File: src/rtl/puf_eval_if.sv
// Control/response interface of the bistable-ring PUF evaluation controller.
// Handshake: start is level-sampled only while idle; resp_valid is a one-cycle strobe with no backpressure.
interface puf_eval_if #(
  parameter int NUM_LEN = 3,
  parameter int VOTES   = 5
);
  localparam int SEL_W = (NUM_LEN > 1) ? $clog2(NUM_LEN) : 1;
  localparam int CNT_W = (VOTES > 1) ? $clog2(VOTES + 1) : 1;

  logic [SEL_W-1:0] len_sel;
  logic             start;
  logic             abort;
  logic             busy;
  logic             resp_valid;
  logic             resp;
  logic [CNT_W-1:0] ones_cnt;

  modport master (
    output len_sel, start, abort,
    input  busy, resp_valid, resp, ones_cnt
  );

  modport slave (
    input  len_sel, start, abort,
    output busy, resp_valid, resp, ones_cnt
  );
endinterface

File: src/rtl/puf_eval_ctrl.sv
// Evaluation sequencer for a family of bistable-ring PUFs: owns the serial challenge,
// cycles reset/settle/sample on the selected ring VOTES times and majority-votes the result.
module puf_eval_ctrl #(
  parameter int CHAL_W     = 128,
  parameter int NUM_LEN    = 3,
  parameter int RST_CYC    = 4,
  parameter int SETTLE_CYC = 16,
  parameter int VOTES      = 5
) (
  input  logic               clk,
  input  logic               rstn,
  input  logic               si,
  input  logic               shift_en,
  output logic               so,
  puf_eval_if.slave          ctl,
  output logic [NUM_LEN-1:0] puf_reset,
  output logic [CHAL_W-1:0]  puf_chal,
  input  logic [NUM_LEN-1:0] puf_out,
  output logic [2:0]         dbg_state
);
  localparam int SEL_W  = (NUM_LEN > 1) ? $clog2(NUM_LEN) : 1;
  localparam int CNT_W  = (VOTES > 1) ? $clog2(VOTES + 1) : 1;
  localparam int VC_W   = (VOTES > 1) ? $clog2(VOTES) : 1;
  localparam int PH_MAX = (RST_CYC > SETTLE_CYC) ? RST_CYC : SETTLE_CYC;
  localparam int PH_W   = (PH_MAX > 1) ? $clog2(PH_MAX) : 1;
  localparam logic [SEL_W-1:0] MAX_SEL = SEL_W'(NUM_LEN - 1);

  typedef enum logic [2:0] {
    S_IDLE   = 3'd0,
    S_RST    = 3'd1,
    S_SETTLE = 3'd2,
    S_SAMPLE = 3'd3,
    S_DONE   = 3'd4
  } state_e;

  state_e             state_q, state_d;
  logic [CHAL_W-1:0]  c_q, c_d;
  logic [SEL_W-1:0]   sel_q, sel_d;
  logic [PH_W-1:0]    ph_q, ph_d;
  logic [VC_W-1:0]    vote_q, vote_d;
  logic [CNT_W-1:0]   ones_q, ones_d;
  logic               resp_q, resp_d;
  logic [NUM_LEN-1:0] sync1_q, sync1_d;
  logic [NUM_LEN-1:0] sync2_q, sync2_d;

  logic               busy;
  logic [SEL_W-1:0]   sel_in;
  logic [NUM_LEN-1:0] sel_oh;
  logic               sample_bit;

  always_ff @(posedge clk or negedge rstn) begin
    if (!rstn) begin
      state_q <= S_IDLE;
      c_q     <= '0;
      sel_q   <= '0;
      ph_q    <= '0;
      vote_q  <= '0;
      ones_q  <= '0;
      resp_q  <= 1'b0;
      sync1_q <= '0;
      sync2_q <= '0;
    end else begin
      state_q <= state_d;
      c_q     <= c_d;
      sel_q   <= sel_d;
      ph_q    <= ph_d;
      vote_q  <= vote_d;
      ones_q  <= ones_d;
      resp_q  <= resp_d;
      sync1_q <= sync1_d;
      sync2_q <= sync2_d;
    end
  end

  assign busy   = (state_q == S_RST) || (state_q == S_SETTLE) || (state_q == S_SAMPLE);
  assign sel_in = (ctl.len_sel > MAX_SEL) ? MAX_SEL : ctl.len_sel;

  always_comb begin
    sel_oh = '0;
    for (int k = 0; k < NUM_LEN; k++) begin
      sel_oh[k] = (sel_q == SEL_W'(k));
    end
  end

  assign sample_bit = |(sync2_q & sel_oh);

  always_comb begin
    state_d = state_q;
    c_d     = c_q;
    sel_d   = sel_q;
    ph_d    = ph_q;
    vote_d  = vote_q;
    ones_d  = ones_q;
    resp_d  = resp_q;
    sync1_d = puf_out;
    sync2_d = sync1_q;

    // Challenge is frozen for the whole evaluation so every vote sees the same ring.
    if (shift_en && !busy) begin
      c_d = {c_q[CHAL_W-2:0], si};
    end

    case (state_q)
      S_IDLE: begin
        if (ctl.start && !ctl.abort) begin
          sel_d   = sel_in;
          ones_d  = '0;
          vote_d  = '0;
          ph_d    = '0;
          state_d = S_RST;
        end
      end
      S_RST: begin
        if (ph_q == PH_W'(RST_CYC - 1)) begin
          ph_d    = '0;
          state_d = S_SETTLE;
        end else begin
          ph_d = ph_q + PH_W'(1);
        end
      end
      S_SETTLE: begin
        if (ph_q == PH_W'(SETTLE_CYC - 1)) begin
          ph_d    = '0;
          state_d = S_SAMPLE;
        end else begin
          ph_d = ph_q + PH_W'(1);
        end
      end
      S_SAMPLE: begin
        ones_d = ones_q + CNT_W'(sample_bit);
        if (vote_q == VC_W'(VOTES - 1)) begin
          resp_d  = (ones_d > CNT_W'(VOTES / 2));
          state_d = S_DONE;
        end else begin
          vote_d  = vote_q + VC_W'(1);
          state_d = S_RST;
        end
      end
      S_DONE: begin
        state_d = S_IDLE;
      end
      default: begin
        state_d = S_IDLE;
      end
    endcase

    // Abort keeps the partial vote count visible and leaves the last response untouched.
    if (ctl.abort && (state_q != S_IDLE)) begin
      state_d = S_IDLE;
      ones_d  = ones_q;
      resp_d  = resp_q;
    end
  end

  assign puf_reset      = ((state_q == S_SETTLE) || (state_q == S_SAMPLE)) ? ~sel_oh : '1;
  assign puf_chal       = c_q;
  assign so             = c_q[CHAL_W-1];
  assign ctl.busy       = busy;
  assign ctl.resp_valid = (state_q == S_DONE);
  assign ctl.resp       = resp_q;
  assign ctl.ones_cnt   = ones_q;
  assign dbg_state      = state_q;
endmodule

File: src/flat_wrapper.sv
// flat-port wrapper written by rule: the top's interface ports become plain ports
module puf_eval_ctrl_flat 
#(
  parameter int CHAL_W     = 128,
  parameter int NUM_LEN    = 3,
  parameter int RST_CYC    = 4,
  parameter int SETTLE_CYC = 16,
  parameter int VOTES      = 5
)
  (clk, rstn, si, shift_en, so, puf_reset, puf_chal, puf_out, dbg_state, ctl_len_sel, ctl_start, ctl_abort, ctl_busy, ctl_resp_valid, ctl_resp, ctl_ones_cnt);
  puf_eval_if #(.NUM_LEN(NUM_LEN), .VOTES(VOTES)) ctl_i ();
  input  logic clk;
  input  logic rstn;
  input  logic si;
  input  logic shift_en;
  output logic so;
  output logic [NUM_LEN-1:0] puf_reset;
  output logic [CHAL_W-1:0] puf_chal;
  input  logic [NUM_LEN-1:0] puf_out;
  output logic [2:0] dbg_state;
  input wire logic [$bits(ctl_i.len_sel)-1:0] ctl_len_sel;
  input wire logic [$bits(ctl_i.start)-1:0] ctl_start;
  input wire logic [$bits(ctl_i.abort)-1:0] ctl_abort;
  output wire logic [$bits(ctl_i.busy)-1:0] ctl_busy;
  output wire logic [$bits(ctl_i.resp_valid)-1:0] ctl_resp_valid;
  output wire logic [$bits(ctl_i.resp)-1:0] ctl_resp;
  output wire logic [$bits(ctl_i.ones_cnt)-1:0] ctl_ones_cnt;
  assign ctl_i.len_sel = ctl_len_sel;
  assign ctl_i.start = ctl_start;
  assign ctl_i.abort = ctl_abort;
  assign ctl_busy = ctl_i.busy;
  assign ctl_resp_valid = ctl_i.resp_valid;
  assign ctl_resp = ctl_i.resp;
  assign ctl_ones_cnt = ctl_i.ones_cnt;
  puf_eval_ctrl #(.CHAL_W(CHAL_W), .NUM_LEN(NUM_LEN), .RST_CYC(RST_CYC), .SETTLE_CYC(SETTLE_CYC), .VOTES(VOTES)) u_core (.clk(clk), .rstn(rstn), .si(si), .shift_en(shift_en), .so(so), .ctl(ctl_i), .puf_reset(puf_reset), .puf_chal(puf_chal), .puf_out(puf_out), .dbg_state(dbg_state));
endmodule
File: config.mk
export PLATFORM = sky130hd
export DESIGN_NAME = puf_eval_ctrl_flat
export DESIGN_NICKNAME = d
export VERILOG_FILES = /design/src/rtl/puf_eval_if.sv /design/src/rtl/puf_eval_ctrl.sv /design/src/flat_wrapper.sv
export SDC_FILE = /design/constraint.sdc
export NUM_CORES = 1
export LEC_CHECK = 0
export CORE_UTILIZATION = 40
export CTS_CLUSTER_SIZE = 8
export DETAILED_ROUTE_END_ITERATION = 6
export PLACE_DENSITY_LB_ADDON = 0.05
export SLEW_MARGIN = 20
export SYNTH_ARGS = -nofsm -noshare
export SYNTH_HDL_FRONTEND = slang
export SYNTH_SLANG_ARGS = --single-unit
export TNS_END_PERCENT = 30
File: constraint.sdc
create_clock -name clk -period 1.9 [get_ports clk]
set_input_delay 0.38 -clock clk [delete_from_list [all_inputs] [get_ports clk]]
set_output_delay 0.38 -clock clk [all_outputs]
set_load 0.03 [all_outputs]
Word level (Yosys, flattened, before mapping)
Index checks and enable logic that the tools add are counted.
{"block": "word_totals", "reg_bits": 150, "inputBits": 11, "output_inout_bits": 141, "word_cells": 67}
{"block": "op_classes", "n_addsub": 3, "order_cmp": 2, "n_eq_ne": 14, "n_mux": 16, "bitwise_logic": 3, "n_reduce_logical": 20}
{"op": "2-to-1 mux 3 bit", "n": 8}
{"op": "2-to-1 mux 4 bit", "n": 3}
{"op": "one-hot mux 3 bit (2 select lines)", "n": 2}
{"op": "one-hot mux 3 bit (4 select lines)", "n": 1}
{"op": "one-hot mux 4 bit (3 select lines)", "n": 1}
{"op": "AND reduction 3 bit", "n": 4}
{"op": "equality test 3 x 2 -> 1 bit, second input constant", "n": 2}
{"op": "equality test 3 bit, second input constant", "n": 2}
{"op": "inequality test 3 bit, second input constant", "n": 2}
{"op": "nonzero test 3 bit", "n": 2}
{"op": "adder 4 x 1 -> 4 bit, second input constant", "n": 1}
{"op": "equality test 4 x 2 -> 1 bit, second input constant", "n": 1}
{"op": "equality test 4 bit, second input constant", "n": 1}
{"op": "AND reduction 2 bit", "n": 2}
{"op": "adder 3 x 1 -> 3 bit", "n": 1}
{"op": "adder 3 x 1 -> 3 bit, second input constant", "n": 1}
{"op": "AND 3 bit", "n": 1}
{"op": "equality test 3 x 1 -> 1 bit, second input constant", "n": 1}
{"op": "greater-than comparator 3 x 2 -> 1 bit, second input constant", "n": 1}
{"op": "logical AND 1 bit", "n": 3}
{"op": "zero test 3 bit", "n": 1}
{"op": "logical OR 1 bit", "n": 3}
{"op": "inequality test 3 x 1 -> 1 bit, second input constant", "n": 1}
{"op": "NOT 3 bit", "n": 1}
{"op": "other kinds (11)", "n": 12}

Longest topological paths before layout
{"block": "logic_depth", "depth_word": 5, "depth_mapped": 7, "ltp_nobuf": 7}

Worst setup path after synthesis
No wires, ideal clock.
{"block": "synth_path", "path_type": "reg-to-reg", "startpoint": "register u_core.state_q[1], in the netlist u_core.dbg_state[1]", "endpoint": "register u_core.c_q[29], in the netlist u_core.puf_chal[29]", "arrival_time_ns": 1.530, "required_time_ns": 1.775, "path_slack_ns": 0.245, "stages_incl_launch_ff": 7, "synth_period_minus_slack_ns": 1.655, "path_cell_list": "dfrtp_1 -> buf_6 -> nor2_4 -> o21ai_2 -> buf_4 -> buf_6 -> mux2_4"}
{"block": "synth_between", "elab_chain_len": 5, "word_cells_on_any_way": 7}
{"item": "from (decl)", "line": "puf_eval_ctrl.sv:36", "rtl": "state_e state_q, state_d;"}
{"item": "from (signal assigned)", "line": "puf_eval_ctrl.sv:63", "rtl": "state_q <= state_d;"}
{"item": "equality test 3 x 1 -> 1 bit or equality test 3 x 2 -> 1 bit (tied branches)", "line": "puf_eval_ctrl.sv:75", "rtl": "assign busy = (state_q == S_RST) || (state_q == S_SETTLE) || (state_q == S_SAMPLE);"}
{"item": "logical OR 1 bit", "line": "puf_eval_ctrl.sv:75"}
{"item": "logical OR 1 bit (*)", "line": "puf_eval_ctrl.sv:75"}
{"item": "zero test 1 bit (*)", "line": "puf_eval_ctrl.sv:99", "rtl": "if (shift_en && !busy) begin"}
{"item": "logical AND 1 bit (*)", "line": "puf_eval_ctrl.sv:99"}
{"item": "to (signal assigned)", "line": "puf_eval_ctrl.sv:54", "rtl": "c_q <= '0;"}
{"item": "to (signal assigned)", "line": "puf_eval_ctrl.sv:64", "rtl": "c_q <= c_d;"}
{"item": "to (decl)", "line": "puf_eval_ctrl.sv:37", "rtl": "logic [CHAL_W-1:0] c_q, c_d;"}
Every way passes the cells marked *; elsewhere a longest branch is shown, timed or not.
A chain may end at the register's enable or synchronous reset.

Final worst setup path
{"block": "layout_path", "startpoint": "register u_core.c_q[40], in the netlist u_core.puf_chal[40]", "endpoint": "output puf_chal[40]"}
{"item": "to (decl)", "line": "flat_wrapper.sv:18", "rtl": "output logic [CHAL_W-1:0] puf_chal;"}
No word-level cell between the ends.

==> flow_metrics.env <==
export IMPL_power_leakage_nw=4.816
export IMPL_seq_area_um2=3754
export IMPL_gr_usage_all_layers=0.1568
export IMPL_clock_sinks=150
export IMPL_grt_pass1_vias=3665
export IMPL_syn_area_um2=5993
export IMPL_worst_pin_slew_ns=0.5321
export IMPL_die_h_um=124.4
export IMPL_wl_per_cell_um=15.41
export IMPL_reg2reg_depth=7
export IMPL_worstHoldPathCells=0
export IMPL_start_kind="flip-flop"
export IMPL_fin_nets=564
export IMPL_critPathSlowestCell="clkdlybuf4s50_1"
export IMPL_max_stage_delay_ns=0.68
export IMPL_drv_cap=0
export IMPL_status="completed"
export IMPL_n_fill_cell=1208
export IMPL_worst_clock_skew_ns=0.006287
export IMPL_antenna_found_initial=0
export IMPL_port_buffer_count=151
export IMPL_slew_headroom=0.6453
export IMPL_grt_max_degree=57
export IMPL_final_max_slew_viol_count=0
export IMPL_clockBufferDepth=2
export IMPL_ys_ff_latch=150
export IMPL_dieArea_um2=15480
export IMPL_path_delay_family="buffers and inverters"
export IMPL_grt_pass1_wl_um=19150
export IMPL_final_period_utilization=0.9760
export IMPL_hp_start="u_core.sync1_q[1]$_DFF_PN0_"
export IMPL_multi_input_area_um2=2051
export IMPL_fmax_mhz=539.3
export IMPL_grt_ovfl_total=0
export IMPL_yosys_warnings=0
export IMPL_path_max_fanout=3
export IMPL_hold_path_class="flip-flop to flip-flop"
export IMPL_ir_drop_uv=709.8
export IMPL_vias=3531
export IMPL_power_mw=8.828
export IMPL_worstSkewPairLatency_ns=0.41
export IMPL_critical_path_arrival_ns=1.47
export IMPL_worst_setup_path_type="flip-flop to output port"
export IMPL_synthFlopType="dfrtp_1"
export IMPL_final_cell_mix="dfrtp_1, mux2_1, clkdlybuf4s50_1, dlymetal6s2s_1, mux2_4"
export IMPL_reg2reg_from="u_core.sel_q[0]$_DFFE_PN0P_"
export IMPL_start_util=0.4108
export IMPL_drive_above_1_share=0.1536
export IMPL_clk_pin_slew_worst_paths_ns=0.06
export IMPL_crit_start="u_core.puf_chal[40]$_DFFE_PN0P_"
export IMPL_syn_inst=380
export IMPL_dpl_hpwl_um=8032
export IMPL_crit_required_ns=1.52
export IMPL_timing_rr_end="u_core.ctl.resp$_DFFE_PN0P_"
export IMPL_r2r_slack_ns=0.20
export IMPL_end_kind="output port"
export IMPL_whs_endpoint="u_core.sync2_q[1]$_DFF_PN0_"
export IMPL_cts_root_buf="clkbuf_16"
export IMPL_ant_nets=0
export IMPL_rows=44
export IMPL_powerDensity_nw_per_um2=1053
export IMPL_h_tree_depth=4
export IMPL_pre_cts_ws_ns=0.08350
export IMPL_syn_nets=396
export IMPL_synthDistinctLibCells=35
export IMPL_io_pins=152
export IMPL_finalWorstSetupSlack_ns=0.04562
export IMPL_drtIter0Drc=126
export IMPL_setup_viol=0
export IMPL_syn_avg_cell_area_um2=15.77
export IMPL_synth_edf_count=0
export IMPL_vias_per_cell=4.746
export IMPL_cts_tree="yes"
export IMPL_gp_routability_congestion=0.7490
export IMPL_antennaDiodeCount=0
export IMPL_coreArea_um2=14590
export IMPL_cts_buffers=17
export IMPL_rsz0062_at_grt="true"
export IMPL_worst_path_buf_inv=1
export IMPL_hold_viol=0
export IMPL_ys_async_sr_fraction=1.000
export IMPL_final_common_cell="dfrtp_1"
export IMPL_fp_dieW_um=124.4
export IMPL_syn_to_final_growth_pct=39.90
export IMPL_routed_wl_um=11460
export IMPL_crit_chain="clkdlybuf4s50_1"
export IMPL_drc=0
export IMPL_min_period_ns=1.854
export IMPL_seq_area_frac_synth=0.6263
export IMPL_firstDrtPassIters=4
layer usage:
| metal | up-vias | share of wire | track usage |
|---|---|---|---|
| li1 | 1672 | - | - |
| met1 | 1752 | 0.44 | 0.1949 |
| met2 | 92 | 0.49 | 0.2519 |
| met3 | 15 | 0.051 | 0.05198 |
| met4 | 0 | 0.015 | 0.06166 |
| met5 | - | 0 | 0 |
metrics by stage:
step / TNS (ns) / cells / utilization / hold WS (ns) / area (µm²)
final: 0 / 744 / 0.5747 / 0.3487 / 8384
after global routing: -0.02244 / 744 / 0.5747 / 0.3557 / 8384
after detailed placement: 0 / 712 / 0.5276 / 0.3379 / 7697
after global placement: 0 / 712 / 0.5276 / 0.3374 / 7697
after floorplan: 0 / 380 / - / 0.08441 / 5993
after CTS: -0.06010 / 744 / 0.5681 / 0.3510 / 8288
report_power, final:
group	internal, mW	total (mW)	switching [mW]
logic	0.779	1.78	1.00
registers	3.48	3.68	0.201
clock network	2.15	3.36	1.21
total	6.42	8.83	2.41
kinds of logic (layout without fill, tap and decap cells):
group           Yosys count  after routing  share of synthesized area
compound gates           20             20                    0.02296
xor+xnor                  2              2                   0.002923
fa+ha+maj                 5              5                    0.01044
buf+inv                  20            200                    0.03278
flops                   150            150                     0.6263
mux                     132            132                     0.2601
simple gates             51             51                    0.04447
how the worst max path moves through the flow:
stage	slack [ns]	endpoint	depth (start not counted)
6_report	0.05	puf_chal[40]	1
5_1_grt	-0.01	puf_chal[127]	1
4_1_cts	-0.06	puf_reset[0]	3
3_5_place_dp	0.08	u_core.puf_chal[78]$_DFFE_PN0P_	4
3_3_place_gp	0.1	puf_reset[0]	3
2_1_floorplan	0.25	u_core.puf_chal[29]$_DFFE_PN0P_	6
flip-flops by register name (all words and copies together) (netlist names):
name	count
u_core.ctl.ones_cnt	3
u_core.ctl.resp	1
u_core.dbg_state	3
u_core.ph_q	4
u_core.puf_chal	128
u_core.sel_q	2
u_core.sync1_q	3
u_core.sync2_q	3
u_core.vote_q	3
cell usage after synthesis, types with 4 or more instances:
cell       n  area share
mux2_2    10       0.019
mux2_4    20       0.050
nand3_1    5      0.0042
dfrtp_1  150        0.63
nand2_1   18       0.011
a21oi_1    5      0.0042
o21ai_0    6      0.0050
buf_6     15       0.028
mux2_1   100        0.19
nor2_1    10      0.0063
ha_1       5       0.010
nor3_1     4      0.0033
cell type report:
| cell class | count | area share |
|---|---|---|
| Inverter | 2 | 0.0008954 |
| Multi-Input combinational cell | 210 | 0.2446 |
| Clock inverter | 9 | 0.01492 |
| Timing Repair Buffer | 167 | 0.2079 |
| Sequential cell | 150 | 0.4477 |
| Clock buffer | 22 | 0.05656 |
| Tap cell | 184 | 0.02746 |
what timing repair did:
item                                    CTS  global route
hold endpoints to repair                 49             0
hold buffers                              1             0
resized for setup                        23            43
buffers inserted                          0             0
endpoints found under the setup margin   19            44
Power figures use the tool's default switching activity.
